==> config.mk <==
export PLATFORM = sky130hd
export DESIGN_NAME = csr_regfile
export DESIGN_NICKNAME = d
export VERILOG_FILES = /design/src/rtl/csr_regfile.sv
export SDC_FILE = /design/constraint.sdc
export NUM_CORES = 1
export LEC_CHECK = 0
export CAP_MARGIN = 40
export CORE_ASPECT_RATIO = 0.6
export CORE_MARGIN = 8
export CORE_UTILIZATION = 35
export CTS_CLUSTER_SIZE = 24
export DETAILED_ROUTE_END_ITERATION = 8
export GPL_ROUTABILITY_DRIVEN = 0
export PLACE_DENSITY_LB_ADDON = 0.08
export SLEW_MARGIN = 5
export SYNTH_ARGS = -nofsm -noshare
export SYNTH_HDL_FRONTEND = slang
export SYNTH_SLANG_ARGS = --single-unit
==> constraint.sdc <==
create_clock -name i_clk -period 6.95 [get_ports i_clk]
set_clock_uncertainty 0.15 [all_clocks]
set_input_delay 0.695 -clock i_clk [delete_from_list [all_inputs] [get_ports i_clk]]
set_output_delay 0.695 -clock i_clk [all_outputs]
set_load 0.03 [all_outputs]
==> src/rtl/csr_regfile.sv <==
// Machine-mode Zicsr register file: CSR read/modify/write, 64-bit cycle/instret
// counters, trap entry/mret bookkeeping and interrupt-pending status.
module csr_regfile #(
   parameter logic [31:0] HART_ID     = 32'd0,
   parameter logic [31:0] MTVEC_RESET = 32'h0000_0000,
   parameter logic [31:0] MISA_VAL    = 32'h4000_0100
) (
   input  logic        i_clk,
   input  logic        i_rst_n,
   input  logic        i_csr_en,
   input  logic [1:0]  i_csr_op,
   input  logic [11:0] i_csr_addr,
   input  logic [31:0] i_csr_wdata,
   input  logic        i_wr_suppress,
   output logic [31:0] o_csr_rdata,
   output logic        o_illegal,
   input  logic        i_instret,
   input  logic        i_trap,
   input  logic [31:0] i_trap_cause,
   input  logic [31:0] i_trap_pc,
   input  logic [31:0] i_trap_val,
   input  logic        i_mret,
   input  logic        i_ext_irq,
   input  logic        i_timer_irq,
   input  logic        i_sw_irq,
   output logic [31:0] o_trap_vector,
   output logic [31:0] o_epc,
   output logic        o_irq_pending
);

   localparam logic [11:0] A_MSTATUS   = 12'h300;
   localparam logic [11:0] A_MISA      = 12'h301;
   localparam logic [11:0] A_MIE       = 12'h304;
   localparam logic [11:0] A_MTVEC     = 12'h305;
   localparam logic [11:0] A_MSCRATCH  = 12'h340;
   localparam logic [11:0] A_MEPC      = 12'h341;
   localparam logic [11:0] A_MCAUSE    = 12'h342;
   localparam logic [11:0] A_MTVAL     = 12'h343;
   localparam logic [11:0] A_MIP       = 12'h344;
   localparam logic [11:0] A_MCYCLE    = 12'hB00;
   localparam logic [11:0] A_MINSTRET  = 12'hB02;
   localparam logic [11:0] A_MCYCLEH   = 12'hB80;
   localparam logic [11:0] A_MINSTRETH = 12'hB82;
   localparam logic [11:0] A_CYCLE     = 12'hC00;
   localparam logic [11:0] A_INSTRET   = 12'hC02;
   localparam logic [11:0] A_CYCLEH    = 12'hC80;
   localparam logic [11:0] A_INSTRETH  = 12'hC82;
   localparam logic [11:0] A_MVENDORID = 12'hF11;
   localparam logic [11:0] A_MARCHID   = 12'hF12;
   localparam logic [11:0] A_MIMPID    = 12'hF13;
   localparam logic [11:0] A_MHARTID   = 12'hF14;

   localparam logic [1:0]  OP_RW = 2'b01;
   localparam logic [1:0]  OP_RS = 2'b10;
   localparam logic [1:0]  OP_RC = 2'b11;

   localparam logic [31:0] IRQ_MASK = 32'h0000_0888;

   logic        mstatus_mie;
   logic        mstatus_mpie;
   logic [31:0] mie_r;
   logic [31:0] mtvec_r;
   logic [31:0] mscratch_r;
   logic [31:0] mepc_r;
   logic [31:0] mcause_r;
   logic [31:0] mtval_r;
   logic [63:0] mcycle_r;
   logic [63:0] minstret_r;

   logic [31:0] mstatus_val;
   logic [31:0] mip_val;
   logic [31:0] old_val;
   logic [31:0] new_val;
   logic        addr_hit;
   logic        write_req;
   logic        wr_en;
   logic [63:0] cycle_inc;
   logic [63:0] instret_inc;
   logic [31:0] vec_offset;

   assign mstatus_val = {19'd0, 2'b11, 3'd0, mstatus_mpie, 3'd0, mstatus_mie, 3'd0};
   assign mip_val     = {20'd0, i_ext_irq, 3'd0, i_timer_irq, 3'd0, i_sw_irq, 3'd0};

   // Read side: pure decode of the current (pre-write) CSR contents.
   always_comb begin
      old_val  = 32'd0;
      addr_hit = 1'b1;
      case (i_csr_addr)
         A_MSTATUS:                old_val = mstatus_val;
         A_MISA:                   old_val = MISA_VAL;
         A_MIE:                    old_val = mie_r;
         A_MTVEC:                  old_val = mtvec_r;
         A_MSCRATCH:               old_val = mscratch_r;
         A_MEPC:                   old_val = mepc_r;
         A_MCAUSE:                 old_val = mcause_r;
         A_MTVAL:                  old_val = mtval_r;
         A_MIP:                    old_val = mip_val;
         A_MCYCLE,   A_CYCLE:      old_val = mcycle_r[31:0];
         A_MCYCLEH,  A_CYCLEH:     old_val = mcycle_r[63:32];
         A_MINSTRET, A_INSTRET:    old_val = minstret_r[31:0];
         A_MINSTRETH, A_INSTRETH:  old_val = minstret_r[63:32];
         A_MVENDORID, A_MARCHID, A_MIMPID: old_val = 32'd0;
         A_MHARTID:                old_val = HART_ID;
         default:                  addr_hit = 1'b0;
      endcase
   end

   // i_csr_en is a one-cycle valid with no back-pressure: the access is
   // answered combinationally and any write commits at the next rising edge.
   assign write_req = i_csr_en & (i_csr_op != 2'b00) & ~i_wr_suppress;
   assign o_illegal = i_csr_en & (i_csr_op != 2'b00) &
                      (~addr_hit | (write_req & (i_csr_addr[11:10] == 2'b11)));
   assign wr_en     = write_req & ~o_illegal;
   assign o_csr_rdata = old_val;

   always_comb begin
      new_val = old_val;
      case (i_csr_op)
         OP_RW:   new_val = i_csr_wdata;
         OP_RS:   new_val = old_val | i_csr_wdata;
         OP_RC:   new_val = old_val & ~i_csr_wdata;
         default: new_val = old_val;
      endcase
   end

   assign cycle_inc   = mcycle_r + 64'd1;
   assign instret_inc = minstret_r + {63'd0, i_instret};

   assign vec_offset    = (mtvec_r[1:0] == 2'b01 && i_trap_cause[31])
                          ? {25'd0, i_trap_cause[4:0], 2'b00} : 32'd0;
   assign o_trap_vector = {mtvec_r[31:2], 2'b00} + vec_offset;
   assign o_epc         = mepc_r;
   assign o_irq_pending = mstatus_mie & |(mie_r & mip_val);

   always_ff @(posedge i_clk or negedge i_rst_n) begin
      if (!i_rst_n) begin
         mstatus_mie  <= 1'b0;
         mstatus_mpie <= 1'b0;
         mie_r        <= 32'd0;
         mtvec_r      <= MTVEC_RESET;
         mscratch_r   <= 32'd0;
         mepc_r       <= 32'd0;
         mcause_r     <= 32'd0;
         mtval_r      <= 32'd0;
         mcycle_r     <= 64'd0;
         minstret_r   <= 64'd0;
      end else begin
         // Trap beats mret beats a software write for the fields they share.
         if (i_trap) begin
            mstatus_mpie <= mstatus_mie;
            mstatus_mie  <= 1'b0;
         end else if (i_mret) begin
            mstatus_mie  <= mstatus_mpie;
            mstatus_mpie <= 1'b1;
         end else if (wr_en && i_csr_addr == A_MSTATUS) begin
            mstatus_mie  <= new_val[3];
            mstatus_mpie <= new_val[7];
         end

         if (i_trap) begin
            mepc_r   <= {i_trap_pc[31:2], 2'b00};
            mcause_r <= i_trap_cause;
            mtval_r  <= i_trap_val;
         end else if (wr_en) begin
            if (i_csr_addr == A_MEPC)   mepc_r   <= {new_val[31:2], 2'b00};
            if (i_csr_addr == A_MCAUSE) mcause_r <= new_val;
            if (i_csr_addr == A_MTVAL)  mtval_r  <= new_val;
         end

         if (wr_en && i_csr_addr == A_MIE)      mie_r      <= new_val & IRQ_MASK;
         if (wr_en && i_csr_addr == A_MSCRATCH) mscratch_r <= new_val;

         // Reserved modes 1x leave the stored mode untouched; the base always updates.
         if (wr_en && i_csr_addr == A_MTVEC) begin
            mtvec_r[31:2] <= new_val[31:2];
            if (!new_val[1]) mtvec_r[1:0] <= new_val[1:0];
         end

         mcycle_r[31:0]    <= (wr_en && i_csr_addr == A_MCYCLE)    ? new_val : cycle_inc[31:0];
         mcycle_r[63:32]   <= (wr_en && i_csr_addr == A_MCYCLEH)   ? new_val : cycle_inc[63:32];
         minstret_r[31:0]  <= (wr_en && i_csr_addr == A_MINSTRET)  ? new_val : instret_inc[31:0];
         minstret_r[63:32] <= (wr_en && i_csr_addr == A_MINSTRETH) ? new_val : instret_inc[63:32];
      end
   end

endmodule

; ---- Word-level counts from Yosys, hierarchy flattened
; Cells that the tools add are included.
[word_totals]
wordCells = 102
register_bits = 292
[classes]
n_mux = 23
bitwise = 15
add_sub_neg = 3
reduce_logical = 25
n_eq_ne = 25
[op_table]
columns = cell, count
row1 = $mux W32, 13
row2 = $pmux W32 S13, 1
row3 = $eq A12 B12 Y1 const B, 12
row4 = $eq A12 B10 Y1 const B, 9
row5 = $pmux W32 S3, 1
row6 = $add A64 B1 Y64, 1
row7 = $add A64 B1 Y64 const B, 1
row8 = $add A32 B7 Y32, 1
row9 = $and A32 B32 Y32, 1
row10 = $not A32 Y32, 1
row11 = $or A32 B32 Y32, 1
row12 = $reduce_or A32 Y1, 1
row13 = $reduce_or A21 Y1, 1
row14 = $and A12 B12 Y12, 1
row15 = $reduce_bool A2 Y1, 5
row16 = $logic_and A1 B1 Y1, 9
row17 = $reduce_and A2 Y1, 4
row18 = $reduce_or A2 Y1, 4
row19 = $mux W1, 7
row20 = $mux W7, 1
row21 = $and A1 B1 Y1, 6
row22 = $eq A2 B2 Y1 const B, 3
row23 = $not A1 Y1, 4
row24 = $reduce_bool A3 Y1, 1
row25 = 2 further kinds, 2

; ---- Logic depth before layout (Yosys ltp)
[logic_depth]
depth_word = 12
depth_mapped = 11

; ---- Least setup slack after synthesis
; OpenSTA, ideal clock, no wires.
[synth_timing]
kind = input port to output port
from = input i_trap_cause[0]
to = output o_trap_vector[22]
path_slack_ns = 3.007
stages = 10
arrival_ns = 3.098
path_cell_list = and3_1 ha_1 inv_1 fa_1 nor2b_1 o21a_1 o21ai_0 a2111oi_2 nand3_1 xnor2_1
[synth_between]
elab_chain_cells = 2
[synth_rtl]
columns = element, line
row1 = "start, declared", 19  ; input logic [31:0] i_trap_cause,
row2 = $mux W7, 130  ; ? {25'd0, i_trap_cause[4:0], 2'b00} : 32'd0;
row3 = $add A32 B7 Y32, 131  ; assign o_trap_vector = {mtvec_r[31:2], 2'b00} + vec_offset;
row4 = "end, declared", 26  ; output logic [31:0] o_trap_vector,
; No other way between the ends.

; ---- Worst setup path after layout
[layout_timing]
from = input i_trap_cause[31]
to = output o_trap_vector[26]
[layout_between]
elab_chain_cells = 3
[layout_rtl]
columns = element, line
row1 = $logic_and A1 B1 Y1, 129  ; assign vec_offset = (mtvec_r[1:0] == 2'b01 && i_trap_cause[31])
row2 = $mux W7, 130
row3 = $add A32 B7 Y32, 131
; No other way between the ends.

==> flow_metrics.env <==
export IMPL_cts_hold_fix_buffers=0
export IMPL_clockRootBuffer="clkbuf_16"
export IMPL_maxCapViolations=0
export IMPL_post_dp_hpwl_mm=58.3
export IMPL_cp_data_arrival_time_ps=4550
export IMPL_whs_ps=-42.0
export IMPL_tightest_slew_ps=999
export IMPL_die_h_um=191
export IMPL_ys_warnings_count=0
export IMPL_grt_pass1_vias=16504
export IMPL_routed_wl_mm=79.8
export IMPL_period_minus_slack_ps=5390
export IMPL_swShare_pct=28.8
export IMPL_avgRoutedWirePerCell_um=27.2
export IMPL_ys_seq_area_share_pct=40.5
export IMPL_tritoncts="done"
export IMPL_pre_cts_slack_ps=1660
export IMPL_die_w_um=308
export IMPL_cp_max_fo=6
export IMPL_htree_num_levels=1
export IMPL_min_path_type="in -> async"
export IMPL_drcViolationCount=0
export IMPL_insertion_delay_ps=610
export IMPL_startpoint_type="input port"
export IMPL_violations="negative hold slack"
export IMPL_ys_flop_type="dfrtp_1"
export IMPL_drt_antenna_violating_nets=0
export IMPL_rsz0062_at_grt="false"
export IMPL_crit_type="in -> out"
export IMPL_synthCells=2028
export IMPL_status="finished with violations"
export IMPL_p_leak_nw=8.71
export IMPL_num_fill_cells=5055
export IMPL_p_clk_share_pct=41.7
export IMPL_grt_overflow=0
export IMPL_nets=2375
export IMPL_cts_setup_buffers=0
export IMPL_firstDrtPassIters=6
export IMPL_synthArstFlopShare_pct=100
export IMPL_grt_use_total_pct=26.3
export IMPL_vias_per_cell=5.93
export IMPL_vias=17379
export IMPL_core_sq_mm=0.0508
export IMPL_pwr_share_seq_pct=44.0
export IMPL_rows=64
export IMPL_finalHoldViolCount=6
export IMPL_clk_pin_slew_ps=70
export IMPL_place_area_sq_mm=0.0212
export IMPL_syn_area_sq_mm=0.0179
export IMPL_grt_pass1_wl_mm=116
export IMPL_p_comb_share_pct=14.3
export IMPL_ys_types=82
export IMPL_initial_core_util_pct=35.3
export IMPL_io_pin_count=250
export IMPL_ctsResizeCount=0
export IMPL_finalSetupViolCount=0
export IMPL_finalMaxSlewViolations=0
export IMPL_synth_edf_count=0
export IMPL_fin_crit_sh_pct=77.6
export IMPL_setup_slack_ps=1560
export IMPL_fmax_ghz=0.185
export IMPL_pwr_density_cell_mw_per_mm2=192
export IMPL_required_ps=6110
export IMPL_slew_headroom_pct=32.5
export IMPL_critical_path_cell_chain="clkdlybuf4s50_1 > and3_1 > ha_1 > inv_1 > fa_1 > nor2b_1 > o21a_1 > o21ai_0 > a2111oi_2 > buf_4 > nand2_1 > xnor2_1 > clkdlybuf4s50_1"
export IMPL_avgSynthCellArea_sq_um=8.84
export IMPL_cts_sinks=290
export IMPL_synth_seq_cells=290
export IMPL_grt_max_degree=148
export IMPL_layout_common_cells="dfrtp_1 (290), clkdlybuf4s50_1 (237), a21oi_1 (171), nand2_1 (171), nor2_1 (136)"
export IMPL_drive_gt1_share_pct=7.92
export IMPL_grt_antenna_before_repair=3
export IMPL_critPathMaxStageDelay_ps=740
export IMPL_cts_made_buffers=31
export IMPL_drt_initial_drc_count=2066
export IMPL_p_sw_mw=1.23
export IMPL_fin_area_sq_mm=0.0223
export IMPL_tns_ps=0
export IMPL_cp_common_cell="clkdlybuf4s50_1"
export IMPL_crit_slowest_cell="clkdlybuf4s50_1"
export IMPL_area_growth_pct=24.1
export IMPL_final_common_cell="dfrtp_1"
export IMPL_peakVddDrop_v=0.000216
export IMPL_die_area_sq_mm=0.0590
export IMPL_cts_buffer_depth=3
export IMPL_port_buffers=243
export IMPL_cp_end_kind="output pin"
export IMPL_internal_power_mw=3.03
## cell families after synthesis
group | count (synthesis) | synth area share (%)
simple gates | 710 | 21.1
buf+inv | 188 | 4.48
xor+xnor | 173 | 8.45
mux | 64 | 3.85
other cells | 1 | 0.0209
compound gates | 593 | 21.0
flops | 290 | 40.5
fa+ha+maj | 9 | 0.670
## power groups by stage
stage / Clock [mW] / Combinational [mW] / Sequential (mW)
floorplan: 0 / 0.289 / 1.89
global placement: 0 / 0.589 / 1.90
detailed placement: 0 / 0.605 / 1.90
CTS: 1.80 / 0.608 / 1.87
global route: 1.85 / 0.653 / 1.88
finish: 1.78 / 0.608 / 1.88
## cell type report
type	instances	area [sq um]	share of cell area [%]
diodes	2	5.00	0.0225
clock buffers	36	805	3.62
clock inverters	17	219	0.984
inverters	32	120	0.540
multi-input cells	1553	9980	44.9
flip-flops and latches	290	7260	32.6
well taps	693	867	3.90
repair buffers	306	3000	13.5
## sequential cells by signal (all words and copies together), names as in the netlist
register,cells
mcycle_r,64
minstret_r,64
mcause_r,32
mscratch_r,32
mtval_r,32
mtvec_r,31
o_epc,30
mie_r,3
mstatus_mie,1
mstatus_mpie,1
## stage by stage
stage	total power [mW]	cells	util, %
after floorplan	2.18	2031	-
after global placement	2.49	2859	41.4
after detailed placement	2.51	2874	41.8
after CTS	4.28	2927	43.8
after global routing	4.39	2929	43.8
final	4.26	2929	43.8
## per-layer routing
| metal | track usage [%] | part of all wire (%) | vias up |
|---|---|---|---|
| li1 | - | - | 7813 |
| met1 | 39.5 | 47 | 8663 |
| met2 | 38.3 | 42 | 797 |
| met3 | 5.25 | 8.3 | 104 |
| met4 | 6.09 | 2.2 | 2 |
| met5 | 0 | 0.0088 | - |
## path summary, 6_finish.rpt
path	from	end	slack, ps	cells past startpoint
worst min-delay path	i_rst_n	o_epc[2]	-40	1
max in group asynchronous	i_rst_n	mcycle_r[48]	5330	2
worst min register to register	mscratch_r[7]	mscratch_r[7]	330	2
worst max register to register	minstret_r[0]	minstret_r[56]	3010	8
worst max-delay path	i_trap_cause[31]	o_trap_vector[26]	1560	13
min in group i_clk	mscratch_r[7]	mscratch_r[7]	330	2
## cell usage after synthesis (all sizes together), types with 55 or more instances
cell / number / area, sq um
nand2: 173 / 649
nand4: 61 / 382
o21ai: 188 / 956
nor3b: 55 / 413
xnor2: 130 / 1140
a21oi: 171 / 856
nor2: 137 / 514
dfrtp: 290 / 7260
nand3: 74 / 370
clkbuf: 91 / 342
buf: 65 / 342
a22oi: 102 / 766
## critical path: cells and delay by family
family | cells | cell delay (ps)
adder cells (fa/ha/maj) | 2 | 560
AND/OR/NAND/NOR | 3 | 450
buffers and inverters | 4 | 1690
XOR/XNOR | 1 | 260
AO/OA/AOI/OAI | 3 | 880
Power figures use the tool's default switching activity.
